### src/rtl/linebuf_pkg.sv
// ---------------------------------------------------------------------------
// linebuf_pkg
// Shared definitions for the 3-line window buffer controller:
//   - lb_state_t : controller sequencing states
//   - tag_op_t   : what a pending buffer shift does to the window tags
//   - common resolution constants
//   - linebuf_cw : width of the frame shift counter for a given resolution
// ---------------------------------------------------------------------------
package linebuf_pkg;

    typedef enum logic [1:0] {
        IDLE  = 2'd0,
        PRIME = 2'd1,
        RUN   = 2'd2,
        FLUSH = 2'd3
    } lb_state_t;

    // Effect of an accepted shift on the window tags, applied when the
    // buffer actually performs that shift one cycle later.
    typedef enum logic [1:0] {
        TAG_OFF   = 2'd0,  // window not centred on a real pixel
        TAG_START = 2'd1,  // first valid window of the frame, centre (0,0)
        TAG_ADV   = 2'd2,  // next valid window in raster order
        TAG_END   = 2'd3   // final flush shift, frame complete
    } tag_op_t;

    localparam int H_640 = 640;
    localparam int V_480 = 480;
    localparam int H_800 = 800;
    localparam int V_600 = 600;

    // Shift counter must hold H*V source shifts plus 2*H-1 flush shifts.
    function automatic int linebuf_cw(input int h, input int v);
        return $clog2(h * v + 2 * h);
    endfunction

endpackage

### src/rtl/linebuf_ctrl_raster_pos.sv
// ---------------------------------------------------------------------------
// raster_pos
// Enable-driven x/y raster wrap counter with registered border flag.
//   clock   in   clock
//   reset   in   asynchronous active-high reset (all outputs to 0)
//   clr     in   load centre (0,0)
//   en      in   advance one position in raster order (x wraps into y)
//   x       out  current column
//   y       out  current row
//   border  out  1 when (x,y) lies on the first/last row or column
// ---------------------------------------------------------------------------
module raster_pos
    import linebuf_pkg::*;
#(
    parameter int  H  = H_640,
    parameter int  V  = V_480,
    localparam int XW = $clog2(H),
    localparam int YW = $clog2(V)
) (
    input  logic          clock,
    input  logic          reset,
    input  logic          clr,
    input  logic          en,
    output logic [XW-1:0] x,
    output logic [YW-1:0] y,
    output logic          border
);

    localparam logic [XW-1:0] X_LAST = XW'(H - 1);
    localparam logic [YW-1:0] Y_LAST = YW'(V - 1);

    logic [XW-1:0] x_reg, x_next;
    logic [YW-1:0] y_reg, y_next;
    logic          border_reg, border_next;

    always_comb begin
        x_next      = x_reg;
        y_next      = y_reg;
        border_next = border_reg;
        if (clr) begin
            x_next = '0;
            y_next = '0;
        end else if (en) begin
            if (x_reg == X_LAST) begin
                x_next = '0;
                y_next = (y_reg == Y_LAST) ? '0 : y_reg + YW'(1);
            end else begin
                x_next = x_reg + XW'(1);
            end
        end
        // Border only follows a real position change so that it stays 0
        // out of reset until the first window is loaded.
        if (clr || en) begin
            border_next = (x_next == '0) || (x_next == X_LAST) ||
                          (y_next == '0) || (y_next == Y_LAST);
        end
    end

    always_ff @(posedge clock or posedge reset) begin
        if (reset) begin
            x_reg      <= '0;
            y_reg      <= '0;
            border_reg <= 1'b0;
        end else begin
            x_reg      <= x_next;
            y_reg      <= y_next;
            border_reg <= border_next;
        end
    end

    assign x      = x_reg;
    assign y      = y_reg;
    assign border = border_reg;

endmodule

### src/rtl/linebuf_ctrl.sv
// ---------------------------------------------------------------------------
// linebuf_ctrl
// Sequencing controller for the 3-line window buffer of the edge detector.
// Accepts source pixels, drives the buffer clock-enable / fill select one
// cycle later, and tags each buffer window with validity and centre position.
//   clock       in   pixel clock
//   reset       in   asynchronous active-high reset
//   iValid      in   source pixel present
//   iSOF        in   start of frame (with iValid marks pixel 0)
//   iStall      in   downstream busy, freeze everything
//   oClken      out  registered buffer clock-enable
//   oFillSel    out  1 = buffer shifts in zero (flush), 0 = source pixel
//   oGridValid  out  window is centred on a real pixel
//   oBorder     out  centre lies on an outer row or column
//   oX, oY      out  window centre column / row
//   oBusy       out  controller not idle
//   oFrameDone  out  one-cycle pulse after the last window of the frame
//   oSofErr     out  one-cycle pulse on a start-of-frame inside a frame
// ---------------------------------------------------------------------------
module linebuf_ctrl
    import linebuf_pkg::*;
#(
    parameter int  H_ACTIVE = H_640,
    parameter int  V_ACTIVE = V_480,
    parameter int  CW       = linebuf_cw(H_ACTIVE, V_ACTIVE),
    localparam int XW       = $clog2(H_ACTIVE),
    localparam int YW       = $clog2(V_ACTIVE)
) (
    input  logic          clock,
    input  logic          reset,
    input  logic          iValid,
    input  logic          iSOF,
    input  logic          iStall,
    output logic          oClken,
    output logic          oFillSel,
    output logic          oGridValid,
    output logic          oBorder,
    output logic [XW-1:0] oX,
    output logic [YW-1:0] oY,
    output logic          oBusy,
    output logic          oFrameDone,
    output logic          oSofErr
);

    // Shift-count landmarks: first valid window, last source pixel,
    // final flush shift (its window is one past the last pixel).
    localparam logic [CW-1:0] N_PRIMED   = CW'(2 * H_ACTIVE - 1);
    localparam logic [CW-1:0] N_LAST_SRC = CW'(H_ACTIVE * V_ACTIVE);
    localparam logic [CW-1:0] N_FLUSHED  = CW'(H_ACTIVE * V_ACTIVE + 2 * H_ACTIVE - 1);

    lb_state_t     state_reg, state_next;
    logic [CW-1:0] n_reg, n_next;
    logic          shift_next, fill_next, sof_err_next;
    tag_op_t       tag_reg, tag_next;

    logic          clken_reg, fill_reg, sof_err_reg;
    logic          grid_valid_reg, frame_done_reg;
    logic          sof;
    logic          pos_clr, pos_en;

    assign sof = iValid & iSOF;

    // -----------------------------------------------------------------------
    // Accept decision and next state. A stall blocks everything, including
    // a start of frame, so the buffer and tags stay exactly where they are.
    // -----------------------------------------------------------------------
    always_comb begin
        state_next   = state_reg;
        n_next       = n_reg;
        shift_next   = 1'b0;
        fill_next    = 1'b0;
        sof_err_next = 1'b0;
        if (!iStall) begin
            if (sof) begin
                // A new frame always restarts priming with this pixel as 0.
                shift_next   = 1'b1;
                n_next       = CW'(1);
                state_next   = PRIME;
                sof_err_next = (state_reg != IDLE);
            end else begin
                unique case (state_reg)
                    IDLE: begin
                        // Pixels outside a frame are dropped.
                    end
                    PRIME: begin
                        if (iValid) begin
                            shift_next = 1'b1;
                            n_next     = n_reg + CW'(1);
                            if (n_next == N_PRIMED) state_next = RUN;
                        end
                    end
                    RUN: begin
                        if (iValid) begin
                            shift_next = 1'b1;
                            n_next     = n_reg + CW'(1);
                            if (n_next == N_LAST_SRC) state_next = FLUSH;
                        end
                    end
                    FLUSH: begin
                        // Source is in blanking; push zeros regardless of iValid.
                        shift_next = 1'b1;
                        fill_next  = 1'b1;
                        n_next     = n_reg + CW'(1);
                        if (n_next == N_FLUSHED) state_next = IDLE;
                    end
                    default: state_next = IDLE;
                endcase
            end
        end
    end

    // Classify the window produced by the shift being accepted.
    always_comb begin
        if (n_next == N_PRIMED) begin
            tag_next = TAG_START;
        end else if (n_next == N_FLUSHED) begin
            tag_next = TAG_END;
        end else if ((n_next > N_PRIMED) && (n_next < N_FLUSHED)) begin
            tag_next = TAG_ADV;
        end else begin
            tag_next = TAG_OFF;
        end
    end

    always_ff @(posedge clock or posedge reset) begin
        if (reset) begin
            state_reg   <= IDLE;
            n_reg       <= '0;
            clken_reg   <= 1'b0;
            fill_reg    <= 1'b0;
            sof_err_reg <= 1'b0;
            tag_reg     <= TAG_OFF;
        end else begin
            state_reg   <= state_next;
            n_reg       <= n_next;
            clken_reg   <= shift_next;
            fill_reg    <= fill_next;
            sof_err_reg <= sof_err_next;
            if (shift_next) tag_reg <= tag_next;
        end
    end

    // -----------------------------------------------------------------------
    // Window tags follow the buffer: they change on the edge where the
    // buffer shifts (clken_reg high), so they line up with its taps.
    // -----------------------------------------------------------------------
    assign pos_clr = clken_reg && (tag_reg == TAG_START);
    assign pos_en  = clken_reg && (tag_reg == TAG_ADV);

    always_ff @(posedge clock or posedge reset) begin
        if (reset) begin
            grid_valid_reg <= 1'b0;
            frame_done_reg <= 1'b0;
        end else begin
            frame_done_reg <= clken_reg && (tag_reg == TAG_END);
            if (sof_err_next) begin
                // The window in flight belongs to an abandoned frame.
                grid_valid_reg <= 1'b0;
            end else if (clken_reg) begin
                grid_valid_reg <= (tag_reg == TAG_START) || (tag_reg == TAG_ADV);
            end
        end
    end

    raster_pos #(
        .H (H_ACTIVE),
        .V (V_ACTIVE)
    ) u_raster_pos (
        .clock  (clock),
        .reset  (reset),
        .clr    (pos_clr),
        .en     (pos_en),
        .x      (oX),
        .y      (oY),
        .border (oBorder)
    );

    assign oClken     = clken_reg;
    assign oFillSel   = fill_reg;
    assign oGridValid = grid_valid_reg;
    assign oBusy      = (state_reg != IDLE);
    assign oFrameDone = frame_done_reg;
    assign oSofErr    = sof_err_reg;

endmodule

### config.mk
export PLATFORM = sky130hd
export DESIGN_NAME = linebuf_ctrl
export DESIGN_NICKNAME = d
export VERILOG_FILES = /design/src/rtl/linebuf_pkg.sv /design/src/rtl/linebuf_ctrl_raster_pos.sv /design/src/rtl/linebuf_ctrl.sv
export SDC_FILE = /design/constraint.sdc
export NUM_CORES = 1
export LEC_CHECK = 0
export CELL_PAD_IN_SITES_DETAIL_PLACEMENT = 1
export CELL_PAD_IN_SITES_GLOBAL_PLACEMENT = 2
export CORE_MARGIN = 2
export CORE_UTILIZATION = 35
export DETAILED_ROUTE_END_ITERATION = 7
export PLACE_DENSITY_LB_ADDON = 0.1
export SYNTH_ARGS = -nofsm -noshare
export SYNTH_HDL_FRONTEND = slang
export SYNTH_SLANG_ARGS = --single-unit
### constraint.sdc
create_clock -name clock -period 5.52 [get_ports clock]
set_clock_uncertainty 0.15 [all_clocks]
set_input_delay 1.104 -clock clock [delete_from_list [all_inputs] [get_ports clock]]
set_output_delay 1.104 -clock clock [all_outputs]
set_load 0.01 [all_outputs]
Word level (Yosys, flattened, before mapping)
Cells that the tools add are included.
{"block": "classes", "addsub": 3, "n_lt_le_gt_ge": 2, "eq_ne": 20, "mux": 32, "bitwise": 2, "n_reduce_logical": 16}
{"op": "19-bit equality test, second input constant", "count": 3}
{"op": "19-bit 2-to-1 mux", "count": 3}
{"op": "19-bit by 11-bit equality test with 1-bit output, second input constant", "count": 2}
{"op": "19-bit case mux with 2 select lines", "count": 1}
{"op": "9-bit 2-to-1 mux", "count": 4}
{"op": "10-bit 2-to-1 mux", "count": 3}
{"op": "10-bit equality test, second input constant", "count": 2}
{"op": "19-bit by 1-bit adder with 19-bit output, second input constant", "count": 1}
{"op": "19-bit by 11-bit > comparator with 1-bit output, second input constant", "count": 1}
{"op": "19-bit < comparator, second input constant", "count": 1}
{"op": "9-bit equality test, second input constant", "count": 2}
{"op": "2-bit 2-to-1 mux", "count": 9}
{"op": "3-bit != test, second input constant", "count": 5}
{"op": "10-bit by 1-bit adder with 10-bit output, second input constant", "count": 1}
{"op": "10-bit zero test", "count": 1}
{"op": "1-bit 2-to-1 mux", "count": 10}
{"op": "9-bit by 1-bit adder with 9-bit output, second input constant", "count": 1}
{"op": "9-bit zero test", "count": 1}
{"op": "2-bit equality test, second input constant", "count": 4}
{"op": "7-bit AND reduction", "count": 1}
{"op": "2-bit case mux with 3 select lines", "count": 1}
{"op": "1-bit logical OR", "count": 5}
{"op": "2-bit by 1-bit equality test with 1-bit output, second input constant", "count": 2}
{"op": "1-bit logical AND", "count": 4}
{"op": "6 further kinds", "count": 7}
{"block": "word_totals", "reg_bits": 48, "inputBits": 5, "output_inout_bits": 26, "wordCells": 86}

Logic depth before layout (Yosys ltp)
Gate-level depths: netlist of run 1.
{"block": "depth", "depth_word": 10, "depth_mapped": 12, "depth_no_buf": 10}

Modules after synthesis
A second synthesis of run 1 with hierarchy kept.
{"block": "unflattened", "cells_unflattened": 422, "hier_area_um2": 3791.1}
{"mod": "linebuf_ctrl", "n_inst": 1, "cells_per_inst": 275, "area_each_um2": 2449.8, "seq_area_each_um2": 700.7}
{"mod": "raster_pos", "n_inst": 1, "cells_per_inst": 147, "area_each_um2": 1341.3, "seq_area_each_um2": 500.5}

Worst setup path before layout of run 1
OpenSTA, ideal clock, no wires.
{"block": "synth_path", "path_type": "reg2reg", "startpoint": "register n_reg[0]", "endpoint": "register state_reg[1]", "setup_time_ps": 80, "arrival_time_ps": 2898, "path_slack_ps": 2391, "stages_incl_launch_ff": 11, "path_cell_list": "dfrtp_1 ha_1 buf_2 nand4_2 or4_4 o21a_1 or4_4 nor4_2 a311o_2 mux2_4 o211ai_2"}
{"block": "synth_via", "elab_chain_cells": 4, "word_cells_on_any_way": 8, "cone_classes": "add/sub: 1; eq/ne: 6; reduce/logical: 1"}
{"element": "start, declared", "line_no": "linebuf_ctrl.sv:52", "rtl": "logic [CW-1:0] n_reg, n_next;"}
{"element": "start signal, assigned", "line_no": "linebuf_ctrl.sv:135", "rtl": "n_reg <= n_next;"}
{"element": "19-bit by 1-bit adder with 19-bit output *", "line_no": "linebuf_ctrl.sv:88, linebuf_ctrl.sv:95, linebuf_ctrl.sv:103"}
{"element": "19-bit equality test, or another cell as far along", "line_no": "linebuf_ctrl.sv:104", "rtl": "if (n_next == N_FLUSHED) state_next = IDLE;"}
{"element": "3-bit != test (no line)"}
{"element": "7-bit AND reduction (no line) *"}
{"element": "end signal, assigned", "line_no": "linebuf_ctrl.sv:134", "rtl": "state_reg <= state_next;"}
{"element": "end, declared", "line_no": "linebuf_ctrl.sv:51", "rtl": "lb_state_t state_reg, state_next;"}
Every way passes the cells marked *; elsewhere a longest branch is shown, timed or not.
A chain may end at the register's enable or synchronous reset.

Worst setup path after layout of run 1
{"block": "layout_path", "startpoint": "input port iStall", "endpoint": "register tag_reg[0]"}
{"block": "layout_via", "elab_chain_cells": 4, "word_cells_on_any_way": 6, "cone_classes": "eq/ne: 2; mux: 4"}
{"element": "start, declared", "line_no": "linebuf_ctrl.sv:33", "rtl": "input logic iStall,"}
{"element": "19-bit 2-to-1 mux *", "line_no": "linebuf_ctrl.sv:73", "rtl": "if (!iStall) begin"}
{"element": "net n_next[10]", "line_no": "linebuf_ctrl.sv:52"}
{"element": "19-bit equality test", "line_no": "linebuf_ctrl.sv:116", "rtl": "end else if (n_next == N_FLUSHED) begin"}
{"element": "2-bit 2-to-1 mux", "line_no": "linebuf_ctrl.sv:116"}
{"element": "2-bit 2-to-1 mux *", "line_no": "linebuf_ctrl.sv:114", "rtl": "if (n_next == N_PRIMED) begin"}
{"element": "end signal, assigned", "line_no": "linebuf_ctrl.sv:139", "rtl": "if (shift_next) tag_reg <= tag_next;"}
{"element": "end, declared", "line_no": "linebuf_ctrl.sv:54", "rtl": "tag_op_t tag_reg, tag_next;"}
Mark *: on every way through the listed nets, which the timed path passes. The rest lies on a longest branch.

==> results.tsv, run 1 <==
stage	metric	value	unit
worst_setup_path	r2r worst-path depth	9	
finish	most common cell after layout, fill and taps aside	dfrtp_1	
worst_setup_path	Critical Path Source Type	input port	
place	Port Buffers	30	
synth	top cells by area, synth	dfrtp_1 33%, o21ai_0 4.9%, ha_1 4.2%	
grt	total global-route track usage	21.44	%
cts	TritonCTS buffer count	5	
routing	antenna-violating nets left	0	
cts	clk buf depth	2	
die	FP Rows	36	
routing	1st-pass router iterations	4	
worst_setup_path	Max FO, Critical Path	21	
worst_hold_path	worst hold stages	2	
flow_run	Max Cap Viol	0	
timing	Final Cycle Share	69.04	%
timing	Slew Viols, Final	0	
place	GP Congestion	0.8473	
synth	Post-synth ARST share	100.0	%
timing	Fin. Hold Viols	0	
finish	Area growth, synth to finish	13.97	%
cts	H-tree level count	2	
worst_setup_path	Required @ worst endpoint	5630	ps
cts	postcts setup bufs	0	
synth	ys flop type	dfrtp_1	
finish	nets@finish	475	
cts	CTS tree	yes	
cts	clock sinks	48	
worst_setup_path	element type at the critical path end	flip-flop	
synth	Syn Std Cell Area	3592	µm²
worst_setup_path	critical path class	in -> reg	
finish	final cell count without fillers	592	
worst_hold_path	hold crit path type	reg -> reg	
finish	share of cells above drive strength 1	6.972	%
die	Die Ht	105.3	µm
die	initial core utilization	36.42	%
synth	Synth Instances	441	
timing	Fin Hold WS	408.1	ps
outcome	status	completed	
routing	total wire length	11680	µm
die	die width	105.3	µm
cts	Root Driver	clkbuf_8	
timing	RSZ-0062 raised after global routing	false	
synth	Yosys warning count	0	
synth	Yosys reg bits	48	
grt	initial antenna violation count	0	
synth	synth unique cells	66	
place	Detailed Place HPWL	8757	µm
routing	Routed wire per std cell	19.72	µm
finish	max reg flops	19	
timing	setup TNS	0	ps
timing	slew margin rel.	47.87	%
worst_setup_path	Arrival @ worst endpoint	3920	ps
cts	hold_buf cts	0	
grt	largest net degree at the start of global routing	49	
finish	Antenna Cells	0	
synth	number of synthesized flops with an enable pin	0	
grt	number of global-route vias before repair	3597	
synth	syn_nets	458	
synth	post-synthesis sequential area ratio	33.44	%
timing	Setup-failing EPs final	0	
cts	post-CTS sizing	0	
die	Ports	31	
grt	GRT Residual Overflow	0	
power_and_ir_drop	pwr dens	289.2	nW/µm²
power_and_ir_drop	VDD IR max	0.1257	mV
synth	largest area contributor in the netlist	dfrtp_1	
routing	vias per cell	5.973	
timing	highest clock rate	262.4	MHz
die	die area	11090	µm²
timing	Slew @ Worst Pin	779.5	ps
routing	Iteration-0 DRC Markers	150	
cts	Worst-path clk slew	100	ps
finish	commonest non-fill, non-tap cells in the layout	48 x dfrtp_1, 38 x nor2_1, 35 x o21ai_0, 35 x nand2_1, 30 x clkdlybuf4s50_1	
die	core area	9864	µm²
timing	final worst path period need	3811	ps
routing	via count	3536	
cts	clock latency at the later pin of the worst-skew pair	320	ps
place	Cells after DPL	584	
synth	Yosys top cell area share	33.44	%
grt	first-pass GRT wire length	19150	µm
synth	Avg Cell Area, Syn	8.146	µm²
power_and_ir_drop	P_leak	0.001602	µW
routing	DRC errors left	0	
## cell usage after synthesis (all sizes together) (3+ instances only)
cell type  instances
dfrtp             48
nor2              38
o21ai             36
nand2             35
a21oi             24
nand3             21
inv               19
nor3              18
clkbuf            16
nand4             16
nor4              15
ha                12
or4               12
and3               9
or3                9
a31oi              8
xnor2              8
a211oi             7
and2               6
and4               6
buf                6
a21o               5
a211o              4
mux2i              4
nand2b             4
o31ai              4
xor2               4
a311oi             3
nand3b             3
o211ai             3
o21a               3
or2                3
## through the flow
step           util [%]  setup slack [ps]  instance area [µm²]  total power [µW]
5_1_grt           41.50              1508                 4094              1268
2_1_floorplan         -              2391                 3592             747.1
4_1_cts           41.50              1746                 4094              1201
3_5_place_dp      40.33              1405                 3979             919.1
6_report          41.50              1709                 4094              1184
3_3_place_gp      40.33              1408                 3979             910.8
## layout make-up
class                   instances  area (µm²)
clock buffers                   5       68.82
clock inverters                 3       46.29
fillers                      1211        5771
inverters                      20       75.07
multi-input cells             351        2221
flip-flops and latches         48        1201
well taps                     133       166.4
repair buffers                 32       315.3
## worst max-delay path, cell delays in order
cell and delay, ps:
clkdlybuf4s50_1 810, a21o_1 380, or3_1 470, a21oi_1 170, o21ai_0 80, o21ai_0 170, nand3_1 120, nor4b_1 410
a31o_2 210
## cell families (layout without fill, tap and decap cells)
| family | after synthesis | in the layout | share of synthesized area, % |
|---|---|---|---|
| and+or+nand+nor | 207 | 207 | 32.43 |
| AOI/OAI and AO/OA | 114 | 114 | 20.45 |
| DFF | 48 | 48 | 33.44 |
| buffers and inverters | 42 | 60 | 4.736 |
| adders and majority gates | 12 | 12 | 4.180 |
| xor gates and xnor gates | 12 | 12 | 2.926 |
| muxes | 6 | 6 | 1.846 |
## routing by layer
metal / GRT usage, % / part of all wire, %
met5: 0 / 0
met1: 27.38 / 46
met2: 37.97 / 50
met3: 2.536 / 2.6
met4: 6.000 / 1.7
## path summary, 6_finish.rpt
check / endpoint / slack, ps / startpoint
max: tag_reg[0] / 1710 / iStall
min: oGridValid / 410 / oGridValid
max reg2reg: state_reg[1] / 1860 / n_reg[0]
min reg2reg: oGridValid / 410 / oGridValid
max in group asynchronous: u_raster_pos.y[7] / 3650 / reset
min in group asynchronous: n_reg[1] / 1130 / reset
## power by group
group | switching [µW] | total, µW | leakage (µW) | internal [µW]
Sequential | 72.4 | 467 | 0.000645 | 395
Clock | 138 | 275 | 0.0000548 | 137
Combinational | 260 | 442 | 0.000902 | 182
Total | 470 | 1180 | 0.00160 | 714
(Power assumes the default switching activity.)
==> run 2, diff against run 1 <==
==> constraint.sdc (replaced) <==
create_clock -name clock -period 3.75 [get_ports clock]
set_clock_uncertainty 0.15 [all_clocks]
set_input_delay 0.75 -clock clock [delete_from_list [all_inputs] [get_ports clock]]
set_output_delay 0.75 -clock clock [all_outputs]
set_load 0.01 [all_outputs]
==> run 2 against run 1 <==
Die area unchanged; highest routed layer unchanged; clock-buffer cell count unchanged; total power grew 52%; largest power group unchanged; final cell count rose by 2.0%; sequential share of layout area shrank 0.78 points; critical path depth stayed put; via count up 1.9%.
==> results.tsv, run 2 (same netlist as run 1, synthesis figures left out) <==
stage	metric	value	unit	change
timing	final worst path period need	3604	ps	
worst_setup_path	critical path buffer and inverter count	0		-1
die	die width	105.3	µm	unchanged
timing	RSZ-0062 raised after global routing	false		
cts	Worst-path clk slew	90	ps	about the same
timing	setup TNS	0	ps	unchanged
timing	highest clock rate	277.5	MHz	
place	Detailed Place HPWL	9015	µm	+2.9%
flow_run	Max Cap Viol	0		unchanged
place	pre-CTS setup slack	225.0	ps	-1180 ps
worst_setup_path	Max FO, Critical Path	8		-62%
timing	Setup-failing EPs final	0		unchanged
timing	worst setup margin	145.9	ps	-1563 ps
worst_setup_path	Critical Path Source Type	flip-flop		
grt	first-pass GRT wire length	19830	µm	+3.5%
cts	clock sinks	48		unchanged
die	FP Rows	36		unchanged
finish	most common cell after layout, fill and taps aside	dfrtp_1		
routing	vias per cell	5.964		-0.16%
worst_hold_path	hold path startpoint	oGridValid		
cts	clock latency at the later pin of the worst-skew pair	300	ps	-20 ps
worst_hold_path	worst hold stages	2		unchanged
worst_setup_path	Crit path top cell by count	or4_4		
finish	max reg flops	19		unchanged
die	Die Ht	105.3	µm	unchanged
worst_setup_path	critical path class	reg -> reg		
cts	post-CTS sizing	0		unchanged
worst_setup_path	worst-path cell chain	ha_1 -> nand4_2 -> or4_4 -> o21a_1 -> or4_4 -> nor4_2 -> a311o_2 -> mux2_4 -> o211ai_2		
die	die area	11090	µm²	unchanged
power_and_ir_drop	Pwr Total	1800	µW	+52%
timing	Fin Hold WS	416.0	ps	+7.959 ps
power_and_ir_drop	P_leak	0.001676	µW	+4.6%
cts	H-tree level count	2		unchanged
die	initial core utilization	36.42	%	unchanged
worst_hold_path	WHS Endpoint	oGridValid		
worst_setup_path	Crit-path slowest cell	or4_4		
grt	largest net degree at the start of global routing	49		unchanged
worst_setup_path	Worst R2R End	state_reg[1]		
worst_setup_path	CP top delay family	simple AND/OR/NAND/NOR gates		
timing	slew margin rel.	30.81	%	-17 points
finish	Antenna Cells	0		unchanged
worst_setup_path	Required @ worst endpoint	3830	ps	-1800 ps
power_and_ir_drop	pwr dens	428.1	nW/µm²	+48%
power_and_ir_drop	VDD IR max	0.2134	mV	+70%
timing	Slew Viols, Final	0		unchanged
place	GP Congestion	0.8799		+3.8%
routing	antenna-violating nets left	0		unchanged
cts	postcts setup bufs	0		unchanged
worst_setup_path	flop-to-flop setup slack	150	ps	-1710 ps
worst_setup_path	r2r worst-path depth	9		unchanged
cts	clk buf depth	2		unchanged
worst_setup_path	element type at the critical path end	flip-flop		
finish	Area growth, synth to finish	17.07	%	
die	core area	9864	µm²	unchanged
outcome	status	completed		
worst_hold_path	hold crit path type	reg -> reg		
cts	hold_buf cts	0		unchanged
grt	GRT Residual Overflow	0		unchanged
cts	CTS tree	yes		
routing	Iteration-0 DRC Markers	187		+25%
routing	via count	3602		+1.9%
grt	initial antenna violation count	0		unchanged
grt	total global-route track usage	22.14	%	+0.69 points
worst_setup_path	Arrival @ worst endpoint	3690	ps	-230 ps
timing	Final Cycle Share	96.11	%	
finish	commonest non-fill, non-tap cells in the layout	48 x dfrtp_1, 38 x nor2_1, 35 x o21ai_0, 35 x nand2_1, 30 x clkdlybuf4s50_1		
die	Ports	31		unchanged
routing	Routed wire per std cell	19.57	µm	-0.79%
timing	Fin. Hold Viols	0		unchanged
routing	1st-pass router iterations	4		unchanged
finish	nets@finish	488		+2.7%
worst_setup_path	Worst R2R Start	n_reg[1]		
finish	share of cells above drive strength 1	9.342	%	+2.4 points
cts	TritonCTS buffer count	5		unchanged
timing	Slew @ Worst Pin	1036	ps	+256.9 ps
routing	DRC errors left	0		unchanged
worst_setup_path	Crit path largest cell delay	610	ps	-200 ps
place	Port Buffers	30		unchanged
grt	number of global-route vias before repair	3739		+3.9%
routing	total wire length	11820	µm	+1.2%
cts	Root Driver	clkbuf_8		
-- run 2: stage by stage --
step / util, % / area, µm² / cells
finish: 42.63 / 4205 / 604
CTS: 42.63 / 4205 / 604
global placement: 41.32 / 4076 / 597
detailed placement: 41.32 / 4076 / 597
floorplan: - / 3592 / 441
global route: 42.63 / 4205 / 604
-- run 2: how the worst max path moves through the flow --
stage	start	end	slack (ps)	depth (start not counted)
2_1_floorplan	n_reg[0]	state_reg[1]	620	10
3_3_place_gp	iValid	tag_reg[1]	290	9
3_5_place_dp	iValid	tag_reg[1]	230	9
4_1_cts	n_reg[1]	state_reg[1]	190	9
5_1_grt	n_reg[0]	state_reg[1]	30	9
6_report	n_reg[1]	state_reg[1]	150	9
-- run 2: power breakdown --
group / switching [µW] / total [µW] / internal [µW] / leakage, µW
sequential: 99.9 / 681 / 581 / 0.000645
clock: 184 / 447 / 263 / 0.0000642
combinational: 391 / 672 / 282 / 0.000967
total: 675 / 1800 / 1130 / 0.00168
-- run 2: per-layer routing --
layer | global-route usage, % | wire, µm | vias to the layer above
li1 | - | - | 1721
met1 | 28.65 | 5347 | 1794
met2 | 39.12 | 5928 | 69
met3 | 2.412 | 313 | 18
met4 | 5.714 | 229 | 0
met5 | 0 | 0 | -
-- run 2: final cells by class --
class	instances	area (µm²)
Timing Repair Buffer	45	412.9
Clock inverter	2	60.06
Multi-Input combinational cell	351	2221
Tap cell	133	166.4
Sequential cell	48	1201
Fill cell	1174	5659
Clock buffer	5	68.82
Inverter	20	75.07
-- run 2: worst min-delay path, stage by stage (launching register included) --
cell,delay [ps]
dfrtp_1,380
a21oi_1,70
nor2_1,80
